**config.mk**
```make
export PLATFORM = sky130hd
export DESIGN_NAME = pll_seq_ctrl
export DESIGN_NICKNAME = d
export VERILOG_FILES = /design/src/rtl/pll_ctrl_pkg.sv /design/src/rtl/pll_seq_ctrl_lock_sync.sv /design/src/rtl/pll_seq_ctrl.sv
export SDC_FILE = /design/constraint.sdc
export NUM_CORES = 1
export LEC_CHECK = 0
export ABC_AREA = 0
export BUFFER_PORTS_ARGS = -buffer_cell sky130_fd_sc_hd__clkbuf_2
export CAP_MARGIN = 10
export CORE_AREA = 2 2 91 93
export DETAILED_ROUTE_END_ITERATION = 12
export DIE_AREA = 0 0 93 95
export MAX_ROUTING_LAYER = met4
export PLACE_DENSITY = 0.57
export SLEW_MARGIN = 30
export SYNTH_ARGS = -nofsm -noshare
export SYNTH_HDL_FRONTEND = slang
export SYNTH_HIERARCHICAL = 1
export SYNTH_SLANG_ARGS = --single-unit
```
**constraint.sdc**
```tcl
create_clock -name clk -period 6.4 [get_ports clk]
set_clock_uncertainty 0.2 [all_clocks]
set_input_delay 0.32 -clock clk [delete_from_list [all_inputs] [get_ports clk]]
set_output_delay 0.32 -clock clk [all_outputs]
set_load 0.005 [all_outputs]
```
**src/rtl/pll_ctrl_pkg.sv**
```systemverilog
// Shared types and defaults for the PLL power-up / lock-supervision sequencer.
// Holds the FSM state encoding, default parameter values and the clock-enable width.
package pll_ctrl_pkg;

    typedef enum logic [2:0] {
        IDLE      = 3'd0,
        RESET     = 3'd1,
        WAIT_LOCK = 3'd2,
        ENABLE    = 3'd3,
        RUN       = 3'd4,
        FAIL      = 3'd5
    } pll_state_e;

    localparam int unsigned DEF_RST_CYCLES   = 10;
    localparam int unsigned DEF_LOCK_FILT    = 8;
    localparam int unsigned DEF_LOCK_TIMEOUT = 5000;
    localparam int unsigned DEF_STAGGER      = 4;
    localparam int unsigned DEF_MAX_RETRY    = 3;

    localparam int CLK_EN_W = 4;

endpackage

```
**src/rtl/pll_seq_ctrl_lock_sync.sv**
```systemverilog
// Two-flop synchronizer that brings the asynchronous PLL lock indicator into the
// reference clock domain; both stages clear to 0 so lock is never assumed out of reset.
module lock_sync (
    input  logic clk,
    input  logic rst_n,
    input  logic async_i,
    output logic sync_o
);

    logic meta_q;
    logic sync_q;

    always_ff @(posedge clk or negedge rst_n) begin
        if (!rst_n) begin
            meta_q <= 1'b0;
            sync_q <= 1'b0;
        end else begin
            meta_q <= async_i;
            sync_q <= meta_q;
        end
    end

    assign sync_o = sync_q;

endmodule

```
**src/rtl/pll_seq_ctrl.sv**
```systemverilog
// PLL reset / lock-filter / staggered clock-enable sequencer with bounded auto-retry.
// Build option: define PLL_AUTOSTART_EN to leave IDLE automatically after reset release.
module pll_seq_ctrl
    import pll_ctrl_pkg::*;
#(
    parameter int unsigned RST_CYCLES   = DEF_RST_CYCLES,
    parameter int unsigned LOCK_FILT    = DEF_LOCK_FILT,
    parameter int unsigned LOCK_TIMEOUT = DEF_LOCK_TIMEOUT,
    parameter int unsigned STAGGER      = DEF_STAGGER,
    parameter int unsigned MAX_RETRY    = DEF_MAX_RETRY
) (
    input  logic                clk,
    input  logic                rst_n,
    input  logic                start,
    input  logic                pll_locked,
    output logic                pll_rst,
    output logic [CLK_EN_W-1:0] clk_en,
    output logic                ready,
    output logic                fail,
    output logic [1:0]          retry_cnt
);

    localparam int RST_W  = $clog2(RST_CYCLES + 1);
    localparam int FILT_W = $clog2(LOCK_FILT + 1);
    localparam int TMO_W  = $clog2(LOCK_TIMEOUT + 1);
    localparam int STG_W  = $clog2(STAGGER + 1);

    pll_state_e          state_q, state_d;
    logic                pll_rst_q, pll_rst_d;
    logic [CLK_EN_W-1:0] clk_en_q, clk_en_d;
    logic                ready_q, ready_d;
    logic                fail_q, fail_d;
    logic [1:0]          retry_q, retry_d;
    logic [RST_W-1:0]    rst_cnt_q, rst_cnt_d;
    logic [FILT_W-1:0]   filt_q, filt_d;
    logic [TMO_W-1:0]    tmo_q, tmo_d;
    logic [STG_W-1:0]    stg_q, stg_d;
    logic [1:0]          step_q, step_d;

    logic                lock_s;
    logic [FILT_W-1:0]   filt_inc;
    logic [TMO_W-1:0]    tmo_inc;

    lock_sync u_lock_sync (
        .clk     (clk),
        .rst_n   (rst_n),
        .async_i (pll_locked),
        .sync_o  (lock_s)
    );

    // Counters only ever run up to their terminal value before the state changes.
    assign filt_inc = filt_q + FILT_W'(1);
    assign tmo_inc  = tmo_q + TMO_W'(1);

    always_comb begin
        state_d   = state_q;
        pll_rst_d = pll_rst_q;
        clk_en_d  = clk_en_q;
        ready_d   = ready_q;
        fail_d    = fail_q;
        retry_d   = retry_q;
        rst_cnt_d = rst_cnt_q;
        filt_d    = filt_q;
        tmo_d     = tmo_q;
        stg_d     = stg_q;
        step_d    = step_q;

        case (state_q)
            IDLE: begin
                pll_rst_d = 1'b1;
                clk_en_d  = '0;
                ready_d   = 1'b0;
                fail_d    = 1'b0;
`ifdef PLL_AUTOSTART_EN
                state_d   = RESET;
                rst_cnt_d = '0;
`else
                if (start) begin
                    state_d   = RESET;
                    rst_cnt_d = '0;
                end
`endif
            end

            RESET: begin
                if (start) begin
                    pll_rst_d = 1'b1;
                    clk_en_d  = '0;
                    ready_d   = 1'b0;
                    retry_d   = 2'd0;
                    rst_cnt_d = '0;
                end else if (rst_cnt_q == RST_W'(RST_CYCLES - 1)) begin
                    state_d   = WAIT_LOCK;
                    pll_rst_d = 1'b0;
                    filt_d    = '0;
                    tmo_d     = '0;
                end else begin
                    rst_cnt_d = rst_cnt_q + RST_W'(1);
                end
            end

            WAIT_LOCK: begin
                if (start) begin
                    state_d   = RESET;
                    pll_rst_d = 1'b1;
                    clk_en_d  = '0;
                    ready_d   = 1'b0;
                    retry_d   = 2'd0;
                    rst_cnt_d = '0;
                end else if (lock_s && (filt_inc == FILT_W'(LOCK_FILT))) begin
                    // Lock completion takes priority over a coincident timeout.
                    state_d  = ENABLE;
                    clk_en_d = CLK_EN_W'(1);
                    stg_d    = '0;
                    step_d   = 2'd0;
                end else begin
                    filt_d = lock_s ? filt_inc : '0;
                    if (tmo_inc == TMO_W'(LOCK_TIMEOUT)) begin
                        if (retry_q < 2'(MAX_RETRY)) begin
                            state_d   = RESET;
                            pll_rst_d = 1'b1;
                            retry_d   = retry_q + 2'd1;
                            rst_cnt_d = '0;
                        end else begin
                            state_d   = FAIL;
                            pll_rst_d = 1'b1;
                            fail_d    = 1'b1;
                            clk_en_d  = '0;
                        end
                    end else begin
                        tmo_d = tmo_inc;
                    end
                end
            end

            ENABLE: begin
                if (start || !lock_s) begin
                    state_d   = RESET;
                    pll_rst_d = 1'b1;
                    clk_en_d  = '0;
                    ready_d   = 1'b0;
                    rst_cnt_d = '0;
                    if (start) begin
                        retry_d = 2'd0;
                    end
                end else if (stg_q == STG_W'(STAGGER - 1)) begin
                    stg_d = '0;
                    if (step_q == 2'(CLK_EN_W - 1)) begin
                        state_d = RUN;
                        ready_d = 1'b1;
                        retry_d = 2'd0;
                    end else begin
                        step_d   = step_q + 2'd1;
                        clk_en_d = {clk_en_q[CLK_EN_W-2:0], 1'b1};
                    end
                end else begin
                    stg_d = stg_q + STG_W'(1);
                end
            end

            RUN: begin
                if (start || !lock_s) begin
                    state_d   = RESET;
                    pll_rst_d = 1'b1;
                    clk_en_d  = '0;
                    ready_d   = 1'b0;
                    rst_cnt_d = '0;
                    if (start) begin
                        retry_d = 2'd0;
                    end
                end
            end

            FAIL: begin
                pll_rst_d = 1'b1;
                clk_en_d  = '0;
                ready_d   = 1'b0;
                fail_d    = 1'b1;
                if (start) begin
                    state_d   = RESET;
                    fail_d    = 1'b0;
                    retry_d   = 2'd0;
                    rst_cnt_d = '0;
                end
            end

            default: begin
                state_d   = IDLE;
                pll_rst_d = 1'b1;
                clk_en_d  = '0;
                ready_d   = 1'b0;
                fail_d    = 1'b0;
                retry_d   = 2'd0;
            end
        endcase
    end

    always_ff @(posedge clk or negedge rst_n) begin
        if (!rst_n) begin
            state_q   <= IDLE;
            pll_rst_q <= 1'b1;
            clk_en_q  <= '0;
            ready_q   <= 1'b0;
            fail_q    <= 1'b0;
            retry_q   <= 2'd0;
            rst_cnt_q <= '0;
            filt_q    <= '0;
            tmo_q     <= '0;
            stg_q     <= '0;
            step_q    <= 2'd0;
        end else begin
            state_q   <= state_d;
            pll_rst_q <= pll_rst_d;
            clk_en_q  <= clk_en_d;
            ready_q   <= ready_d;
            fail_q    <= fail_d;
            retry_q   <= retry_d;
            rst_cnt_q <= rst_cnt_d;
            filt_q    <= filt_d;
            tmo_q     <= tmo_d;
            stg_q     <= stg_d;
            step_q    <= step_d;
        end
    end

    assign pll_rst   = pll_rst_q;
    assign clk_en    = clk_en_q;
    assign ready     = ready_q;
    assign fail      = fail_q;
    assign retry_cnt = retry_q;

endmodule

```
==> After elaboration in Yosys (flattened, before gate mapping) <==
Index checks and enable logic that the tools add are counted.
{ "totals": {"out_inout_bits": 9, "register_bits": 40, "elab_cells": 162} }
{ "op_classes": {"muxes": 81, "addsub": 6, "reduce_logical": 23, "order_cmp": 1, "bitwise_logic": 2, "eq_ne": 36} }
{ "op_table": {"columns": ["cell", "n"], "rows": [
  ["$mux W4", 20],
  ["$mux W13", 5],
  ["$mux W3", 15],
  ["$pmux W4 S4", 2],
  ["$mux W2", 14],
  ["$ne A2 B2 Y1 const B", 13],
  ["$pmux W13 S2", 1],
  ["$ne A3 B3 Y1 const B", 8],
  ["$reduce_and A7 Y1", 3],
  ["$reduce_and A6 Y1", 3],
  ["$mux W1", 16],
  ["$pmux W3 S5", 1],
  ["$add A13 B1 Y13 const B", 1],
  ["$eq A13 B13 Y1 const B", 1],
  ["$reduce_and A4 Y1", 3],
  ["$pmux W2 S5", 1],
  ["$reduce_and A5 Y1", 2],
  ["$eq A3 B2 Y1 const B", 3],
  ["$pmux W1 S3", 3],
  ["$add A4 B1 Y4 const B", 2],
  ["$eq A4 B4 Y1 const B", 2],
  ["$ne A4 B4 Y1 const B", 2],
  ["$pmux W4 S2", 1],
  ["$reduce_or A2 Y1", 4],
  ["other kinds (17)", 23]
]} }

==> Longest topological paths before layout <==
Gate-level depths: netlist (run 1).
{ "logic_depth": {"word_depth": 6, "ltp_mapped": 8} }

==> Modules after synthesis <==
The synthesis (run 1) kept the hierarchy.
{ "modules_own_cells": {"columns": ["mod", "n_inst", "cells_per_inst", "area_per_inst_um2"], "rows": [
  ["pll_seq_ctrl", 1, 286, 2601.2],
  ["lock_sync", 1, 2, 50.0]
]} }

==> Least setup slack after synthesis (run 1) <==
No wires, ideal clock.
{ "synth_path": {"path_kind": "register to register", "startpoint": "reg tmo_q[0]", "endpoint": "reg clk_en_q[1] (netlist: clk_en[1])", "t_arrival_ns": 2.087, "slack_ns": 3.989, "synth_period_minus_slack_ns": 2.411, "setup_time_ns": 0.125, "path_buffers": 0, "required_time_ns": 6.075, "path_stages_with_launch": 8, "path_cell_list": "dfrtp_1 -> ha_1 -> nand2_1 -> or3b_4 -> mux2i_4 -> nand4_4 -> a21oi_2 -> mux2_2"} }
{ "synth_between": {"elab_chain_cells": 4} }
{ "synth_lines": {"columns": ["item", "line", "text"], "rows": [
  ["start: declaration", "pll_seq_ctrl.sv:36", "logic [TMO_W-1:0] tmo_q, tmo_d;"],
  ["start signal: assignment", "pll_seq_ctrl.sv:220", "tmo_q <= tmo_d;"],
  ["$add A13 B1 Y13", "pll_seq_ctrl.sv:53", "assign tmo_inc = tmo_q + TMO_W'(1);"],
  ["$eq A13 B13 Y1", "pll_seq_ctrl.sv:118", "if (tmo_inc == TMO_W'(LOCK_TIMEOUT)) begin"],
  ["$ne A4 B4 Y1 (no line)", null, null],
  ["$reduce_and A6 Y1 (no line)", null, null],
  ["end signal: assignment", "pll_seq_ctrl.sv:214", "clk_en_q <= clk_en_d;"],
  ["end: declaration", "pll_seq_ctrl.sv:30", "logic [CLK_EN_W-1:0] clk_en_q, clk_en_d;"]
]} }
No other way between the ends.
A chain may end at the register's enable or synchronous reset.

==> Worst setup path after layout (run 1) <==
{ "layout_path": {"startpoint": "reg state_q[1]", "endpoint": "reg tmo_q[5]"} }
{ "layout_between": {"elab_chain_cells": 3, "word_cells_on_any_way": 10, "classes_between": "7 x eq/ne; 1 x mux; 2 x reduce/logical"} }
{ "layout_lines": {"columns": ["item", "line", "text"], "rows": [
  ["start: declaration", "pll_seq_ctrl.sv:28", "pll_state_e state_q, state_d;"],
  ["start signal: assignment", "pll_seq_ctrl.sv:212", "state_q <= state_d;"],
  ["$eq A3 B2 Y1 or $eq A3 B1 Y1 (tied branches)", "pll_seq_ctrl.sv:68", "case (state_q)"],
  ["$ne A2 B2 Y1 (no line) or $reduce_bool A2 Y1 (tied branches)", null, null],
  ["$reduce_and A6 Y1 (no line)", null, null]
]} }
Several ways; a longest one is shown, not always the timed one.

==> results of run 1 <==
[critical path, cell delays in order (launching register included)]
cell and delay, ns:
dfrtp_1 0.66, or3b_1 0.47, nor2_1 0.68, o21ai_1 0.18
and2_4 0.21, o21bai_2 0.31, a221o_2 0.43
[timing repair]
item / 4_1_cts / 5_1_grt
hold endpoints to repair: 40 / 0
endpoints found under the setup margin: 0 / 0
hold buffers: 2 / 0
setup buffers: 0 / 0
[layout make-up]
type / instances / area [um2]
inverters: 10 / 37.5
multi-input cells: 225 / 1530
repair buffers: 15 / 90.1
well taps: 105 / 131
clock buffers: 5 / 68.8
flip-flops and latches: 40 / 1000
clock inverters: 3 / 90.1
fillers: 817 / 4970
[logic make-up after synthesis]
family | count (synthesis) | share of synthesized area [%]
DFF | 40 | 37.8
muxes | 10 | 4.39
adders and majority gates | 8 | 3.78
AOI/OAI and AO/OA | 84 | 22.5
buffers and inverters | 23 | 4.34
xor gates and xnor gates | 5 | 1.65
and+or+nand+nor | 118 | 25.6
[metrics by stage]
step / cell area [um2] / cells / power (W) / hold slack, ns
2_1_floorplan: 2650 / 288 / 0.000391 / -0.176
3_3_place_gp: 2770 / 393 / 0.000423 / 0.133
3_5_place_dp: 2780 / 393 / 0.000427 / 0.135
4_1_cts: 2950 / 403 / 0.000722 / 0.156
5_1_grt: 2950 / 403 / 0.000757 / 0.178
6_report: 2950 / 403 / 0.000714 / 0.154
[synth_stat cells (6+ instances only)]
cell,instances
ha_1,8
nor2_1,14
a21oi_1,14
nand3_1,12
nand2_1,29
mux2i_1,6
inv_1,10
o21ai_0,17
dfrtp_1,39
nor3_1,13
[how the worst max path moves through the flow]
stage	cells past startpoint	to	from	slack, ns
2_1_floorplan	7	clk_en[1]	tmo_q[0]	3.99
3_3_place_gp	6	tmo_q[5]	state_q[1]	3.21
3_5_place_dp	6	tmo_q[5]	state_q[1]	3.15
4_1_cts	6	tmo_q[5]	state_q[1]	3.15
5_1_grt	7	clk_en[1]	state_q[1]	2.92
6_report	6	tmo_q[5]	state_q[1]	3.15
[registers in the layout, summed over array words and instances, names as in the netlist, 2 cells and up]
| name | count |
|---|---|
| rst_cnt_q | 4 |
| stg_q | 3 |
| filt_q | 4 |
| tmo_q | 13 |
| step_q | 2 |
| state_q | 3 |
| retry_cnt | 2 |
| clk_en | 4 |
[metal layers]
metal / share of wire, % / vias up
li1: - / 1098
met1: 51 / 1059
met2: 45 / 31
met3: 3.2 / 7
met4: 1.3 / 0
met5: 0 / -
[layout by cell type, fill, tap and decap left out, types with 5 or more instances in the layout]
cell / n
o21ai_0: 17
nand3_1: 12
inv_1: 10
mux2i_1: 6
or3_1: 5
nor2_1: 14
clkbuf_2: 11
clkbuf_8: 5
ha_1: 8
o22ai_1: 5
nand2_1: 29
o21a_1: 5
dfrtp_1: 39
nor3_1: 13
a211o_1: 5
a21oi_1: 14
[power by group through the flow]
stage               clock network (W)   logic, W  registers (W)
finish                       0.000293   0.000120       0.000301
floorplan                           0  0.0000966       0.000294
global route                 0.000311   0.000139       0.000308
CTS                          0.000299   0.000121       0.000302
global placement                    0   0.000116       0.000307
detailed placement                  0   0.000120       0.000307
==> flow_metrics.env, run 1 <==
export IMPL_outcome="finished, final reports clean"
export IMPL_grt_pass1_vias=2057
export IMPL_critical_path_class="reg2reg"
export IMPL_drt_iter0_markers=194
export IMPL_ys_flop_type="dfrtp_1"
export IMPL_rsz0062_at_grt="false"
export IMPL_top_usage_layer="met2"
export IMPL_synth_edff_count=0
export IMPL_p_sw_share_pct=26.8
export IMPL_intPower_w=0.000523
export IMPL_num_rows=33
export IMPL_start_kind="flop"
export IMPL_met1_usage_pct=21.1
export IMPL_hold_violations=0
export IMPL_ys_seq_area_share_pct=37.8
export IMPL_diodes=0
export IMPL_port_buffers=12
export IMPL_yosysWarnings=6
export IMPL_cts_resized=0
export IMPL_dieWidth_um=93
export IMPL_clk_path_buf_depth=2
export IMPL_dp_slack_ns=3.15
export IMPL_antenna_found_initial=0
export IMPL_core_um2=7930
export IMPL_clk_latency_ns=0.30
export IMPL_rrSetupSlack_ns=3.15
export IMPL_p_per_area_nw_per_um2=242
export IMPL_cts_sinks=40
export IMPL_dr_pass1_iters=4
export IMPL_tns_ns=0
export IMPL_grt_max_degree=41
export IMPL_reg2reg_depth=6
export IMPL_fin_crit_sh_pct=50.8
export IMPL_p_leak_nw=1.32
export IMPL_tightest_slew_ns=0.859
export IMPL_p_sw_w=0.000191
export IMPL_netlist_area_um2=2650
export IMPL_use_met2_pct=22.3
export IMPL_grt_pass1_wl_um=10300
export IMPL_grt_ovfl_total=0
export IMPL_critPathCaptureType="flop"
export IMPL_synth_seq_cells=40
export IMPL_dieArea_um2=8840
export IMPL_cts_buffers=5
export IMPL_via_per_inst=5.45
export IMPL_final_core_util_pct=37.3
export IMPL_tritoncts="built"
export IMPL_critPathArrivalTime_ns=3.24
export IMPL_dp_hpwl_um=4040
export IMPL_via_count=2195
export IMPL_maxCapViolCount=0
export IMPL_synthCells=288
export IMPL_sequentialPowerShare_pct=42.2
export IMPL_setup_violations=0
export IMPL_hp_start="u_lock_sync/meta_q"
export IMPL_postRouteAntennaNets=0
export IMPL_gp_congestion=0.832
export IMPL_fmax_mhz=307
export IMPL_synth_distinct_cells=70
export IMPL_ys_async_sr_fraction_pct=100
export IMPL_synth_area_leaders="dfrtp_1 37%, nand2_1 4.1%, ha_1 3.8%"
export IMPL_relSlewSlack_pct=42.5
export IMPL_drive_gt1_share_pct=15.1
export IMPL_ir_drop_mv=0.0827
export IMPL_drt_wirelength_per_cell_um=14.5
export IMPL_pin_count=13
export IMPL_min_path_cells=0
export IMPL_min_to="u_lock_sync/sync_o"
export IMPL_fin_crit_ns=3.25
export IMPL_remaining_drc_errors=0
export IMPL_yosysTopAreaCell="dfrtp_1"
export IMPL_hp_class="reg2reg"
export IMPL_initial_core_util_pct=33.4
export IMPL_worstPathMaxFanout=18
export IMPL_synth_nets=300
export IMPL_combPwrFrac_pct=16.8
export IMPL_r2r_end="tmo_q[5]"
export IMPL_slew_viol_final=0
export IMPL_htreeDepth=2
export IMPL_layout_nets=309
export IMPL_p_clk_share_pct=41.0
export IMPL_syn_avg_cell_area_um2=9.21
export IMPL_crit_required_ns=6.38
export IMPL_reg2reg_from="state_q[1]"
export IMPL_root_buffer="clkbuf_8"
export IMPL_grt_usage_pct=15.0
export IMPL_grtUsageMet3_pct=2.63
export IMPL_finalWirelength_um=5830
export IMPL_clk_pin_slew_ns=0.09
export IMPL_die_h_um=95
export IMPL_timing_final_ws_setup_ns=3.15
export IMPL_syn_to_final_growth_pct=11.4
export IMPL_netlist_area_leader_share_pct=36.8
Power figures use the tool's default switching activity.
==> run 2, diff against run 1 <==
Clock period 6.4 ns to 3 ns, I/O delays scaled along.
==> run 2 against run 1 <==
Effect of this change: flip-flop and latch count unchanged; final area grew 1.8%; hold slack better by 0.0016 ns; sequential share of layout area fell by 0.61 points; clock power grew 62%; maximum frequency grew 18%; combinational power rose to 2.5 times the previous value; die area is the same; critical endpoint is now tmo_q[0]; largest cell class unchanged.
==> flow_metrics.env, run 2 (same netlist as run 1, synthesis figures left out) <==
export IMPL_outcome="finished, final reports clean"
export IMPL_syn_to_final_growth_pct=13.4
export IMPL_slew_viol_final=0
export IMPL_crit_required_ns=3.04
export IMPL_fin_crit_ns=2.75
export IMPL_finalWirelength_um=6270
export IMPL_core_um2=7930
export IMPL_grt_usage_pct=15.5
export IMPL_hp_start="u_lock_sync/meta_q"
export IMPL_drt_iter0_markers=184
export IMPL_antenna_found_initial=0
export IMPL_dpl_instance_area_um2=2870
export IMPL_grt_pass1_vias=2158
export IMPL_root_buffer="clkbuf_8"
export IMPL_tns_ns=0
export IMPL_fmax_mhz=363
export IMPL_setup_violations=0
export IMPL_start_kind="flop"
export IMPL_clk_pin_slew_ns=0.09
export IMPL_dieArea_um2=8840
export IMPL_final_common_cell="dfrtp_1"
export IMPL_remaining_drc_errors=0
export IMPL_dr_pass1_iters=4
export IMPL_relSlewSlack_pct=61.2
export IMPL_clk_path_buf_depth=2
export IMPL_p_leak_nw=1.36
export IMPL_critPathArrivalTime_ns=2.80
export IMPL_grt_max_degree=41
export IMPL_port_buffers=12
export IMPL_critPathLaunch="tmo_q[1]"
export IMPL_via_count=2296
export IMPL_initial_core_util_pct=33.4
export IMPL_num_rows=33
export IMPL_clk_latency_ns=0.31
export IMPL_rsz0062_at_grt="false"
export IMPL_critical_path_class="reg2reg"
export IMPL_layout_common_cells="39 x dfrtp_1, 29 x nand2_1, 17 x o21ai_0"
export IMPL_gp_congestion=0.876
export IMPL_fin_crit_sh_pct=91.8
export IMPL_worstPathMaxFanout=12
export IMPL_dp_hpwl_um=4330
export IMPL_fin_area_um2=3010
export IMPL_via_per_inst=5.52
export IMPL_cts_sinks=40
export IMPL_pin_count=13
export IMPL_drive_gt1_share_pct=18.6
export IMPL_tritoncts="built"
export IMPL_htreeDepth=2
export IMPL_diodes=0
export IMPL_cts_resized=0
export IMPL_hold_violations=0
export IMPL_cts_buffers=5
export IMPL_hp_class="reg2reg"
export IMPL_p_per_area_nw_per_um2=467
export IMPL_drt_wirelength_per_cell_um=15.1
export IMPL_layout_nets=322
export IMPL_dieWidth_um=93
export IMPL_maxCapViolCount=0
export IMPL_die_h_um=95
export IMPL_postRouteAntennaNets=0
export IMPL_critPathCaptureType="flop"
export IMPL_grt_pass1_wl_um=10600
export IMPL_regMostFlops="tmo_q"
export IMPL_reg2reg_from="tmo_q[1]"
export IMPL_largest_reg_flops=13
export IMPL_tightest_slew_ns=0.582
export IMPL_ir_drop_mv=0.205
export IMPL_grt_ovfl_total=0
[run 2: cell types whose count changed in the layout (fill, tap and decap cells not counted)]
cell / change
buf_4: +13
clkinvlp_4: +1
bufinv_16: -2
inv_6: +1
[run 2: power breakdown]
| part | total [W] | internal, W | switching, W |
|---|---|---|---|
| sequential | 0.000626 | 0.000582 | 0.0000441 |
| clock | 0.000476 | 0.000251 | 0.000225 |
| combinational | 0.000303 | 0.000137 | 0.000166 |
| total | 0.00141 | 0.000971 | 0.000435 |
[run 2: layout make-up]
class	instances	area, um2
repair buffers	28	188
well taps	105	131
flip-flops and latches	40	1000
inverters	10	37.5
clock buffers	5	68.8
multi-input cells	225	1530
clock inverters	3	46.3
fillers	822	4920
[run 2: per-layer routing]
metal / share of wire (%) / up-vias / global-route usage (%)
met4: 1.1 / 0 / 4.17
li1: - / 1128 / -
met5: 0 / - / -
met3: 4.6 / 7 / 2.39
met1: 46 / 1120 / 20.5
met2: 48 / 41 / 24.9
[run 2: what timing repair did]
item	CTS	global route
setup buffers	0	0
hold endpoints to repair	40	0
hold buffers	2	0
[run 2: worst paths after layout]
kind,to,slack [ns],cells past startpoint
max,tmo_q[0],0.25,7
max reg2reg,tmo_q[0],0.25,7
min in group asynchronous,state_q[2],0.20,2
min,u_lock_sync/sync_o,0.16,0
max in group asynchronous,stg_q[2],2.01,2
min reg2reg,u_lock_sync/sync_o,0.16,0
[run 2: critical path: stages (launching register included)]
cell	delay (ns)
dfrtp_1	0.42
ha_1	0.29
nand2_1	0.14
or3b_4	0.43
mux2i_4	0.23
nand4_1	0.21
o21bai_2	0.51
mux2_2	0.26
[run 2: through the flow]
| stage | total power (W) | worst slack, ns | util [%] | hold slack (ns) | cells |
|---|---|---|---|---|---|
| 5_1_grt | 0.00149 | 0.0894 | 37.9 | 0.168 | 416 |
| 3_3_place_gp | 0.000932 | 0.321 | 36.2 | 0.0593 | 406 |
| 3_5_place_dp | 0.000940 | 0.268 | 36.2 | 0.0250 | 406 |
| 6_report | 0.00141 | 0.247 | 37.9 | 0.156 | 416 |
| 4_1_cts | 0.00142 | 0.227 | 37.9 | 0.152 | 416 |
| 2_1_floorplan | 0.000833 | 0.589 | - | -0.346 | 288 |
